## src/rtl/axi_trans_tracker.sv

```systemverilog
// axi_trans_tracker: per-master AXI transaction tracker placed in front of the
// two-master arbiter. It raises a request when a write or read address is
// pending. The request is held through the granted burst, and endtrans pulses
// for one cycle when the burst completes. The observed beat count is checked
// against AWLEN/ARLEN.
//
// Ports:
//   clk_i, rstn_i              clock (rising edge), async active-low reset
//   grant_i                    arbiter grant for this master
//   aw*/w*/b*/ar*/r* _i        master/slave handshake signals being observed
//   sel_o                      request to arbiter
//   endtrans_o                 one-cycle pulse on transaction completion
//   busy_o                     granted transaction in progress
//   len_err_o                  sticky burst-length mismatch flag
module axi_trans_tracker #(
    parameter int unsigned LEN_W = 8
) (
    input  logic             clk_i,
    input  logic             rstn_i,
    input  logic             grant_i,
    input  logic             awvalid_i,
    input  logic             awready_i,
    input  logic [LEN_W-1:0] awlen_i,
    input  logic             wvalid_i,
    input  logic             wready_i,
    input  logic             wlast_i,
    input  logic             bvalid_i,
    input  logic             bready_i,
    input  logic             arvalid_i,
    input  logic             arready_i,
    input  logic [LEN_W-1:0] arlen_i,
    input  logic             rvalid_i,
    input  logic             rready_i,
    input  logic             rlast_i,
    output logic             sel_o,
    output logic             endtrans_o,
    output logic             busy_o,
    output logic             len_err_o
);

    localparam int unsigned CntW = LEN_W + 1;

    typedef enum logic [2:0] {
        StIdle,
        StReq,
        StWr,
        StWresp,
        StRd,
        StDone
    } state_e;

    state_e            state_q, state_d;
    logic [CntW-1:0]   cnt_q, cnt_d;
    logic [LEN_W-1:0]  len_q, len_d;
    logic              is_write_q, is_write_d;
    logic              aw_done_q, aw_done_d;  // also used as AR-done on reads
    logic              w_done_q, w_done_d;
    logic              len_err_q, len_err_d;

    logic              aw_hs, w_hs, b_hs, ar_hs, r_hs;
    logic [CntW-1:0]   cnt_inc;

    // Handshakes are qualified with the done flags so a repeated AW/AR or
    // trailing W beats after wlast do not disturb the stored burst state.
    assign aw_hs = awvalid_i & awready_i & ~aw_done_q;
    assign w_hs  = wvalid_i & wready_i & ~w_done_q;
    assign b_hs  = bvalid_i & bready_i;
    assign ar_hs = arvalid_i & arready_i & ~aw_done_q;
    // R data cannot legally precede its address; such beats are ignored.
    assign r_hs  = rvalid_i & rready_i & aw_done_q;

    // Saturating increment: a runaway burst pins at all-ones, never wraps.
    assign cnt_inc = (cnt_q == {CntW{1'b1}}) ? cnt_q : cnt_q + CntW'(1);

    // State register and datapath flops.
    always_ff @(posedge clk_i or negedge rstn_i) begin
        if (!rstn_i) begin
            state_q    <= StIdle;
            cnt_q      <= '0;
            len_q      <= '0;
            is_write_q <= 1'b0;
            aw_done_q  <= 1'b0;
            w_done_q   <= 1'b0;
            len_err_q  <= 1'b0;
        end else begin
            state_q    <= state_d;
            cnt_q      <= cnt_d;
            len_q      <= len_d;
            is_write_q <= is_write_d;
            aw_done_q  <= aw_done_d;
            w_done_q   <= w_done_d;
            len_err_q  <= len_err_d;
        end
    end

    // Next-state and datapath update.
    always_comb begin
        state_d    = state_q;
        cnt_d      = cnt_q;
        len_d      = len_q;
        is_write_d = is_write_q;
        aw_done_d  = aw_done_q;
        w_done_d   = w_done_q;
        len_err_d  = len_err_q;

        unique case (state_q)
            StIdle: begin
                // Write has priority when both address channels are valid.
                if (awvalid_i) begin
                    is_write_d = 1'b1;
                    state_d    = StReq;
                end else if (arvalid_i) begin
                    is_write_d = 1'b0;
                    state_d    = StReq;
                end
            end
            StReq: begin
                if (grant_i) begin
                    state_d   = is_write_q ? StWr : StRd;
                    cnt_d     = '0;
                    aw_done_d = 1'b0;
                    w_done_d  = 1'b0;
                    len_err_d = 1'b0;
                end
            end
            StWr: begin
                if (aw_hs) begin
                    len_d     = awlen_i;
                    aw_done_d = 1'b1;
                end
                if (w_hs) begin
                    cnt_d = cnt_inc;
                    if (wlast_i) begin
                        w_done_d = 1'b1;
                    end
                end
                // Compare once both the address and the last beat are in,
                // whichever arrives second, including same-cycle arrivals.
                if (aw_done_d && w_done_d) begin
                    if (cnt_d != ({1'b0, len_d} + CntW'(1))) begin
                        len_err_d = 1'b1;
                    end
                    state_d = StWresp;
                end
            end
            StWresp: begin
                if (b_hs) begin
                    state_d = StDone;
                end
            end
            StRd: begin
                if (ar_hs) begin
                    len_d     = arlen_i;
                    aw_done_d = 1'b1;
                end
                if (r_hs) begin
                    cnt_d = cnt_inc;
                    if (rlast_i) begin
                        if (cnt_inc != ({1'b0, len_q} + CntW'(1))) begin
                            len_err_d = 1'b1;
                        end
                        state_d = StDone;
                    end
                end
            end
            StDone: begin
                state_d = StIdle;
            end
            default: begin
                state_d = StIdle;
            end
        endcase
    end

    // Outputs decoded from the registered state, so they are glitch-free.
    always_comb begin
        sel_o      = 1'b0;
        endtrans_o = 1'b0;
        busy_o     = 1'b0;
        len_err_o  = len_err_q;
        unique case (state_q)
            StReq: begin
                sel_o = 1'b1;
            end
            StWr, StWresp, StRd: begin
                sel_o  = 1'b1;
                busy_o = 1'b1;
            end
            StDone: begin
                endtrans_o = 1'b1;
            end
            default: begin
                sel_o = 1'b0;
            end
        endcase
    end

endmodule

```

## config.mk

```make
export PLATFORM = sky130hd
export DESIGN_NAME = axi_trans_tracker
export DESIGN_NICKNAME = d
export VERILOG_FILES = /design/src/rtl/axi_trans_tracker.sv
export SDC_FILE = /design/constraint.sdc
export NUM_CORES = 1
export LEC_CHECK = 0
export ABC_AREA = 1
export CAP_MARGIN = 0
export CORE_MARGIN = 1.5
export CORE_UTILIZATION = 35
export CTS_CLUSTER_SIZE = 16
export DETAILED_ROUTE_END_ITERATION = 10
export SLEW_MARGIN = 20
export SYNTH_ARGS = -nofsm -noshare
export SYNTH_HDL_FRONTEND = slang
export SYNTH_SLANG_ARGS = --single-unit
```

## constraint.sdc

```tcl
create_clock -name clk_i -period 4.4 [get_ports clk_i]
set_input_delay 0.66 -clock clk_i [delete_from_list [all_inputs] [get_ports clk_i]]
set_output_delay 0.66 -clock clk_i [all_outputs]
set_load 0.02 [all_outputs]
```

Word-level counts from Yosys, hierarchy flattened
Index checks and enable logic that the tools add are counted.
- register bits: 24
- word-level logic and storage cells: 92
- add/sub/neg operators: 3
- equality and inequality tests: 17
- muxes and demuxes: 39
- bitwise operators: 11
- reductions and logical operators: 15
- operator list (kind ; number):
    $mux W9 ; 5
    $pmux W9 S3 ; 1
    $mux W3 ; 8
    $mux W8 ; 3
    $add A8 B1 Y9 const B ; 2
    $ne A9 B9 Y1 ; 2
    $mux W1 ; 17
    $ne A2 B2 Y1 const B ; 8
    $pmux W8 S2 ; 1
    $pmux W3 S5 ; 1
    $add A9 B1 Y9 const B ; 1
    $and A1 B1 Y1 ; 9
    $eq A9 B9 Y1 const B ; 1
    $reduce_and A7 Y1 ; 1
    $eq A3 B2 Y1 const B ; 2
    $eq A3 B3 Y1 const B ; 2
    $pmux W1 S3 ; 2
    $reduce_and A2 Y1 ; 3
    $reduce_and A3 Y1 ; 2
    $reduce_and A6 Y1 ; 1
    $reduce_bool A2 Y1 ; 3
    $reduce_or A4 Y1 ; 1
    $eq A3 B1 Y1 const B ; 1
    $logic_not A3 Y1 ; 1
    6 further kinds ; 7

Depth between registers and ports, before layout
Gate-level depths: netlist of run 1.
- depth in word-level cells: 9
- mapped depth: 19
- depth with buffers taken out: 18

Least setup slack after synthesis of run 1
Ideal clock, no wire load.
- path type: input to register
- start point: input port awready_i
- end point: register len_err_q (netlist: len_err_o)
- setup time: 0.117 ns
- data arrival time: 2.052 ns
- data required time: 4.283 ns
- path slack: 2.231 ns
- cell stages on the path: 19
- cells stage by stage: buf_4 -> nand2_2 -> nor2_1 -> nand2_1 -> nand2_2 -> ha_1 -> nand2_2 -> nor2_2 -> inv_1 -> nand2_1 -> nand2_1 -> nand2_1 -> clkinv_1 -> nand2_1 -> nor2_1 -> nand3_1 -> nand2_1 -> nand2_1 -> nand2_1
- longest elaborated chain between the ends: 8
- RTL lines (item ; RTL line ; source):
    start, declared ; 22 ; input logic awready_i,
    $and A1 B1 Y1 * (2 in series) ; 65 ; assign aw_hs = awvalid_i & awready_i & ~aw_done_q;
    $mux W8 ; 127 ; if (aw_hs) begin
    $mux W8 ; 106 ; unique case (state_q)
    $add A8 B1 Y9 ; 140 ; if (cnt_d != ({1'b0, len_d} + CntW'(1))) begin
    $ne A9 B9 Y1 ; 140 ;
    $ne A2 B2 Y1 (no source line) ; - ;
    $reduce_and A7 Y1 (no source line) * ; - ;
    end signal, assigned ; 92 ; len_err_q <= len_err_d;
    end, declared ; 58 ; logic len_err_q, len_err_d;
Mark *: on every way between the ends. The rest lies on a longest branch, timed or not. The select of a mux whose other input is x is not followed.
A chain may end at the register's enable or synchronous reset.

Final worst setup path of run 1
- start point: register state_q[0]
- end point: output port sel_o
- longest elaborated chain between the ends: 3
- RTL lines (item ; RTL line ; source):
    start, declared ; 52 ; state_e state_q, state_d;
    start signal, assigned ; 78 ; state_q <= StIdle;
    start signal, assigned ; 86 ; state_q <= state_d;
    $eq A3 B3 Y1, or another cell as far along ; 181 ; unique case (state_q)
    $reduce_or A4 Y1 (no source line) * ; - ;
    $mux W1 * ; 181 ;
    end, declared ; 35 ; output logic sel_o,
Mark *: on every way between the ends. The rest lies on a longest branch, timed or not.

==> results.json, run 1 <==
{
  "clkSinkCount": 24,
  "setup_viol": 0,
  "fin_cells": 512,
  "vias": 2729,
  "wl_per_cell_um": 14.2,
  "peakVddDrop_uv": 289,
  "critPathKind": "reg2out",
  "maxSlewHeadroom_pct": 64.8,
  "postRouteAntennaNets": 0,
  "setup_slack_ns": 1.53,
  "drc_errors": 0,
  "track_usage_pct": 21.0,
  "coreArea_sq_um": 6760,
  "nets": 467,
  "cts_root_buf": "clkbuf_8",
  "synth_edf_count": 0,
  "comb_power_share_pct": 63.3,
  "cts_buffers": 3,
  "synth_area_per_cell_sq_um": 6.07,
  "leakage_nw": 1.38,
  "place_ws_ns": 1.39,
  "grt_pass1_wl_mm": 12.3,
  "grt_pass1_vias": 2576,
  "period_minus_slack_ns": 2.87,
  "gr-total-overflow": 0,
  "synth_top_area_cell": "dfrtp_1",
  "post_cts_resized": 0,
  "cts_buffer_depth": 2,
  "p_switching_uw": 920,
  "pin_count": 35,
  "syn_area_sq_um": 2430,
  "crit_required_ns": 3.74,
  "clock_latency_ns": 0.29,
  "htreeDepth": 1,
  "synth_seq_cells": 24,
  "finalMaxSlewViolations": 0,
  "port-buffer-count": 34,
  "post-cts-setup-buffers": 0,
  "antenna_found_initial": 0,
  "async_flop_share_pct": 100,
  "p_clk_share_pct": 11.9,
  "viasPerCell": 5.33,
  "p_sw_share_pct": 52.2,
  "hold_viol_final": 0,
  "syn_inst": 400,
  "area_growth_pct": 19.7,
  "cellPowerDensity_nw_per_um2": 606,
  "synth.area.top_cells": "dfrtp_1, nand2_1, nand3_1",
  "rsz0062_at_grt": "no",
  "seq_power_share_pct": 24.8,
  "synth_top_area_share_pct": 24.7,
  "cp_max_fo": 19,
  "yosysUniqueCellTypes": 37,
  "drtPass1Iterations": 5,
  "dp.cells": 508,
  "layout-drive-gt1-share_pct": 9.49,
  "fin_setup_tns_ns": 0,
  "gp_congestion": 0.923,
  "die_y_um": 86.3,
  "cap_viol_max_count": 0,
  "wl_mm": 7.29,
  "cts_tree": "done",
  "max_freq_mhz": 348,
  "finalClockSkew_ns": 0.00943,
  "final_util_pct": 43.0,
  "crit_path_start_kind": "flip-flop",
  "die_w_um": 86.3,
  "ys_top_cells_by_count": "nand2_1, nand3_1, inv_1",
  "endpoint_kind": "output port",
  "start_util_pct": 36.0,
  "cts_hold_repair.buffers": 0,
  "insertedDiodeCount": 0,
  "ys_warn_count": 0,
  "hpwl_mm": 5.85,
  "p_int_uw": 842,
  "syn_nets": 434,
  "synth_flop_cell": "dfrtp_1",
  "ys_seq_area_share_pct": 24.7,
  "status": "finished clean",
  "nFillCells": 739,
  "yosysMostFrequentCell": "nand2_1",
  "worstPathArrival_ns": 2.21,
  "worstHoldPathType": "reg2reg",
  "fin_crit_sh_pct": 65.3,
  "rows": 30,
  "grt_max_degree": 25,
  "path_clk_slew_ns": 0.11,
  "die_area_sq_um": 7450,
  "drt_iter0_drc": 182,
  "worstMarginPinSlew_ns": 0.523
}
[flip-flops by register name, indices dropped and copies added (netlist names)]
signal / cells
cnt_q: 9
len_err_o: 1
state_q: 3
is_write_q: 1
w_done_q: 1
len_q: 8
aw_done_q: 1
[worst max-delay path: stages (launching register included)]
cell and delay [ns]:
dfrtp_1 0.46, nor2_2 0.16, inv_2 0.08, nor2_4 0.07, buf_4 0.25, inv_2 0.19
nand3_1 0.11, clkdlybuf4s50_1 0.61
[cell usage in the layout, fill, tap and decap left out, types with 3 or more instances in the layout]
master	n
a21oi_1	10
a22oi_1	5
buf_4	3
clkbuf_8	3
clkdlybuf4s50_1	34
dfrtp_1	24
ha_1	3
inv_1	38
inv_2	8
nand2_1	141
nand2_2	10
nand3_1	45
nand4_1	12
nor2_1	29
nor2_2	7
nor2_4	3
o211ai_1	3
o21ai_0	18
o21ai_1	3
o22ai_1	7
xor2_1	7
[cell type report]
type | instances | area, sq um | share of cell area (%)
multi-input cells | 320 | 1600 | 54.9
clock buffers | 3 | 41.3 | 1.42
flip-flops and latches | 24 | 601 | 20.7
clock inverters | 1 | 30.0 | 1.03
repair buffers | 37 | 363 | 12.5
well taps | 80 | 100 | 3.44
inverters | 47 | 176 | 6.07
[worst paths after layout]
kind | from | end | slack, ns | cells past startpoint
setup / recovery | state_q[0] | sel_o | 1.53 | 7
hold / removal | len_err_o | len_err_o | 0.49 | 2
setup reg to reg | state_q[0] | state_q[0] | 2.17 | 11
hold reg to reg | len_err_o | len_err_o | 0.49 | 2
max in group asynchronous | rstn_i | cnt_q[2] | 3.40 | 2
min in group asynchronous | rstn_i | cnt_q[7] | 0.74 | 2
[power by group through the flow]
stage	clock network (mW)	registers [mW]	logic [mW]
final	0.210	0.436	1.12
after global routing	0.227	0.449	1.26
after CTS	0.217	0.434	1.12
after detailed placement	0	0.438	1.11
after global placement	0	0.438	1.10
after floorplan	0	0.395	0.865
[stage by stage]
| stage | power [mW] | hold WS [ns] | area (sq um) |
|---|---|---|---|
| after floorplan | 1.26 | 0.364 | 2430 |
| after global placement | 1.54 | 0.478 | 2840 |
| after detailed placement | 1.55 | 0.480 | 2840 |
| after CTS | 1.77 | 0.502 | 2910 |
| after global routing | 1.93 | 0.542 | 2910 |
| final | 1.76 | 0.491 | 2910 |
[kinds of logic (layout without fill, tap and decap cells)]
family | count (synthesis) | count (layout) | share of synthesized area, %
AND/OR/NAND/NOR | 256 | 256 | 48.3
AO/OA/AOI/OAI | 52 | 52 | 12.6
flip-flops | 24 | 24 | 24.7
adder cells (fa/ha/maj) | 3 | 3 | 1.54
buffers and inverters | 56 | 88 | 9.58
XOR/XNOR | 9 | 9 | 3.24
[layer usage]
| metal | wire (um) | GRT usage, % | vias up |
|---|---|---|---|
| li1 | - | - | 1377 |
| met1 | 3410 | 28.2 | 1262 |
| met2 | 3500 | 36.3 | 79 |
| met3 | 282 | 1.81 | 11 |
| met4 | 102 | 4.99 | 0 |
| met5 | 0 | 0 | - |
Power figures use the tool's default switching activity.
==> run 2: changes to the inputs <==
==> constraint.sdc (replaced) <==
create_clock -name clk_i -period 2.6 [get_ports clk_i]
set_input_delay 0.39 -clock clk_i [delete_from_list [all_inputs] [get_ports clk_i]]
set_output_delay 0.39 -clock clk_i [all_outputs]
set_load 0.02 [all_outputs]
==> run 2 against run 1 <==
Against the previous run: power increased by 66%; highest routed layer unchanged; critical path type unchanged; final area increased by 1.5%; sequential power increased by 69%; combinational power increased by 71%; via count decreased by 0.66%.
==> results.json, run 2 (same netlist as run 1, synthesis figures left out) <==
{
  "finalMaxSlewViolations": 0,
  "layout-drive-gt1-share_pct": 11.1,
  "hold_viol_final": 0,
  "die_w_um": 86.3,
  "cp_max_fo": 17,
  "pin_count": 35,
  "status": "finished clean",
  "grt_pass1_wl_mm": 12.4,
  "coreArea_sq_um": 6760,
  "final_util_pct": 43.7,
  "grt_max_degree": 25,
  "wl_per_cell_um": 14.2,
  "clock_latency_ns": 0.27,
  "cellPowerDensity_nw_per_um2": 994,
  "reg2reg_from": "cnt_q[0]",
  "port-buffer-count": 34,
  "worstPathArrival_ns": 1.92,
  "die_y_um": 86.3,
  "post_cts_resized": 0,
  "drt_iter0_drc": 176,
  "mostFrequentLayoutCells": "nand2_1, nand3_1, inv_1",
  "crit_required_ns": 2.21,
  "cts_buffers": 3,
  "largest_reg_flops": 9,
  "place_ws_ns": 0.0372,
  "viasPerCell": 5.21,
  "placed_area_sq_um": 2900,
  "cts_root_buf": "clkbuf_8",
  "endpoint_kind": "output port",
  "post-cts-setup-buffers": 0,
  "largest_register": "cnt_q",
  "leakage_nw": 1.42,
  "setup_viol": 0,
  "insertedDiodeCount": 0,
  "area_growth_pct": 21.5,
  "wl_mm": 7.39,
  "start_util_pct": 36.0,
  "setup.worst_path.start": "state_q[1]",
  "crit_path_start_kind": "flip-flop",
  "period_minus_slack_ns": 2.31,
  "reg.largest.list": "cnt_q x9, len_q x8, state_q x3",
  "path_clk_slew_ns": 0.10,
  "setup_slack_ns": 0.290,
  "htreeDepth": 1,
  "postRouteAntennaNets": 0,
  "finish.instance_area_sq_um": 2950,
  "fin_cells": 520,
  "track_usage_pct": 20.9,
  "antenna_found_initial": 0,
  "finalClockSkew_ns": 0.00166,
  "gr-total-overflow": 0,
  "rows": 30,
  "gp_congestion": 0.963,
  "cap_viol_max_count": 0,
  "nets": 475,
  "critPathKind": "reg2out",
  "fin_setup_tns_ns": 0,
  "final_common_cell": "nand2_1",
  "fin_crit_sh_pct": 88.8,
  "cts_buffer_depth": 2,
  "peakVddDrop_uv": 701,
  "clkSinkCount": 24,
  "max_freq_mhz": 433,
  "grt_pass1_vias": 2600,
  "dp.cells": 516,
  "drc_errors": 0,
  "rsz0062_at_grt": "no",
  "cts_tree": "done",
  "cts_hold_repair.buffers": 0,
  "vias": 2711,
  "worstHoldPathType": "in2async",
  "drtPass1Iterations": 5,
  "worstMarginPinSlew_ns": 0.558,
  "maxSlewHeadroom_pct": 62.5,
  "die_area_sq_um": 7450,
  "hpwl_mm": 5.80
}
-- run 2: cell count changes in the layout (fill, tap and decap cells not counted), sizes merged --
| cell | before | now |
|---|---|---|
| buf | 3 | 11 |
| bufinv | 1 | 0 |
| clkbuf | 3 | 4 |
-- run 2: per-stage QoR --
stage               hold WS (ns)  power [mW]
detailed placement         0.496        2.65
finish                     0.487        2.93
global route               0.510        3.25
CTS                        0.495        2.93
floorplan                 0.0944        2.13
global placement           0.503        2.63
-- run 2: final cells by class --
type / instances / area (sq um)
well taps: 80 / 100
inverters: 47 / 176
fillers: 725 / 3800
multi-input cells: 320 / 1600
flip-flops and latches: 24 / 601
repair buffers: 45 / 423
clock buffers: 4 / 55.1
-- run 2: routing by layer --
metal	vias to the layer above	share of wire (%)	global-route usage (%)
li1	1393	-	-
met1	1225	47	28.2
met2	87	47	35.9
met3	6	4.7	2.67
met4	0	0.78	3.96
met5	-	0	0
-- run 2: path summary, 6_finish.rpt --
check                            end  slack [ns]  cells after the start
min in group clk_i         len_err_o        0.51                      2
max in group asynchronous  len_err_o        1.86                      2
hold reg to reg            len_err_o        0.51                      2
hold / removal              len_q[6]        0.49                      2
setup reg to reg           len_err_o        0.51                     14
setup / recovery               sel_o        0.29                      6
-- run 2: worst max-delay path: stages (launching register included) --
cell,delay [ns]
dfrtp_1,0.44
nor2_2,0.19
inv_2,0.09
nor2_4,0.09
inv_2,0.13
nand3_1,0.10
clkdlybuf4s50_1,0.60
-- run 2: where the power goes --
| group | internal (mW) | leakage [nW] | switching [mW] |
|---|---|---|---|
| Combinational | 0.712 | 1.08 | 1.21 |
| Clock | 0.136 | 0.0288 | 0.138 |
| Sequential | 0.531 | 0.304 | 0.205 |
==> run 3: changes to the inputs <==
--- a/config.mk
+++ b/config.mk
@@ -11,7 +11,7 @@
 export CORE_UTILIZATION = 35
 export CTS_CLUSTER_SIZE = 16
 export DETAILED_ROUTE_END_ITERATION = 10
-export SLEW_MARGIN = 20
+export SLEW_MARGIN = 5
 export SYNTH_ARGS = -nofsm -noshare
 export SYNTH_HDL_FRONTEND = slang
 export SYNTH_SLANG_ARGS = --single-unit
==> results of run 3 <==
Same layout as run 2: the final DEF is identical, and so are final timing and power.
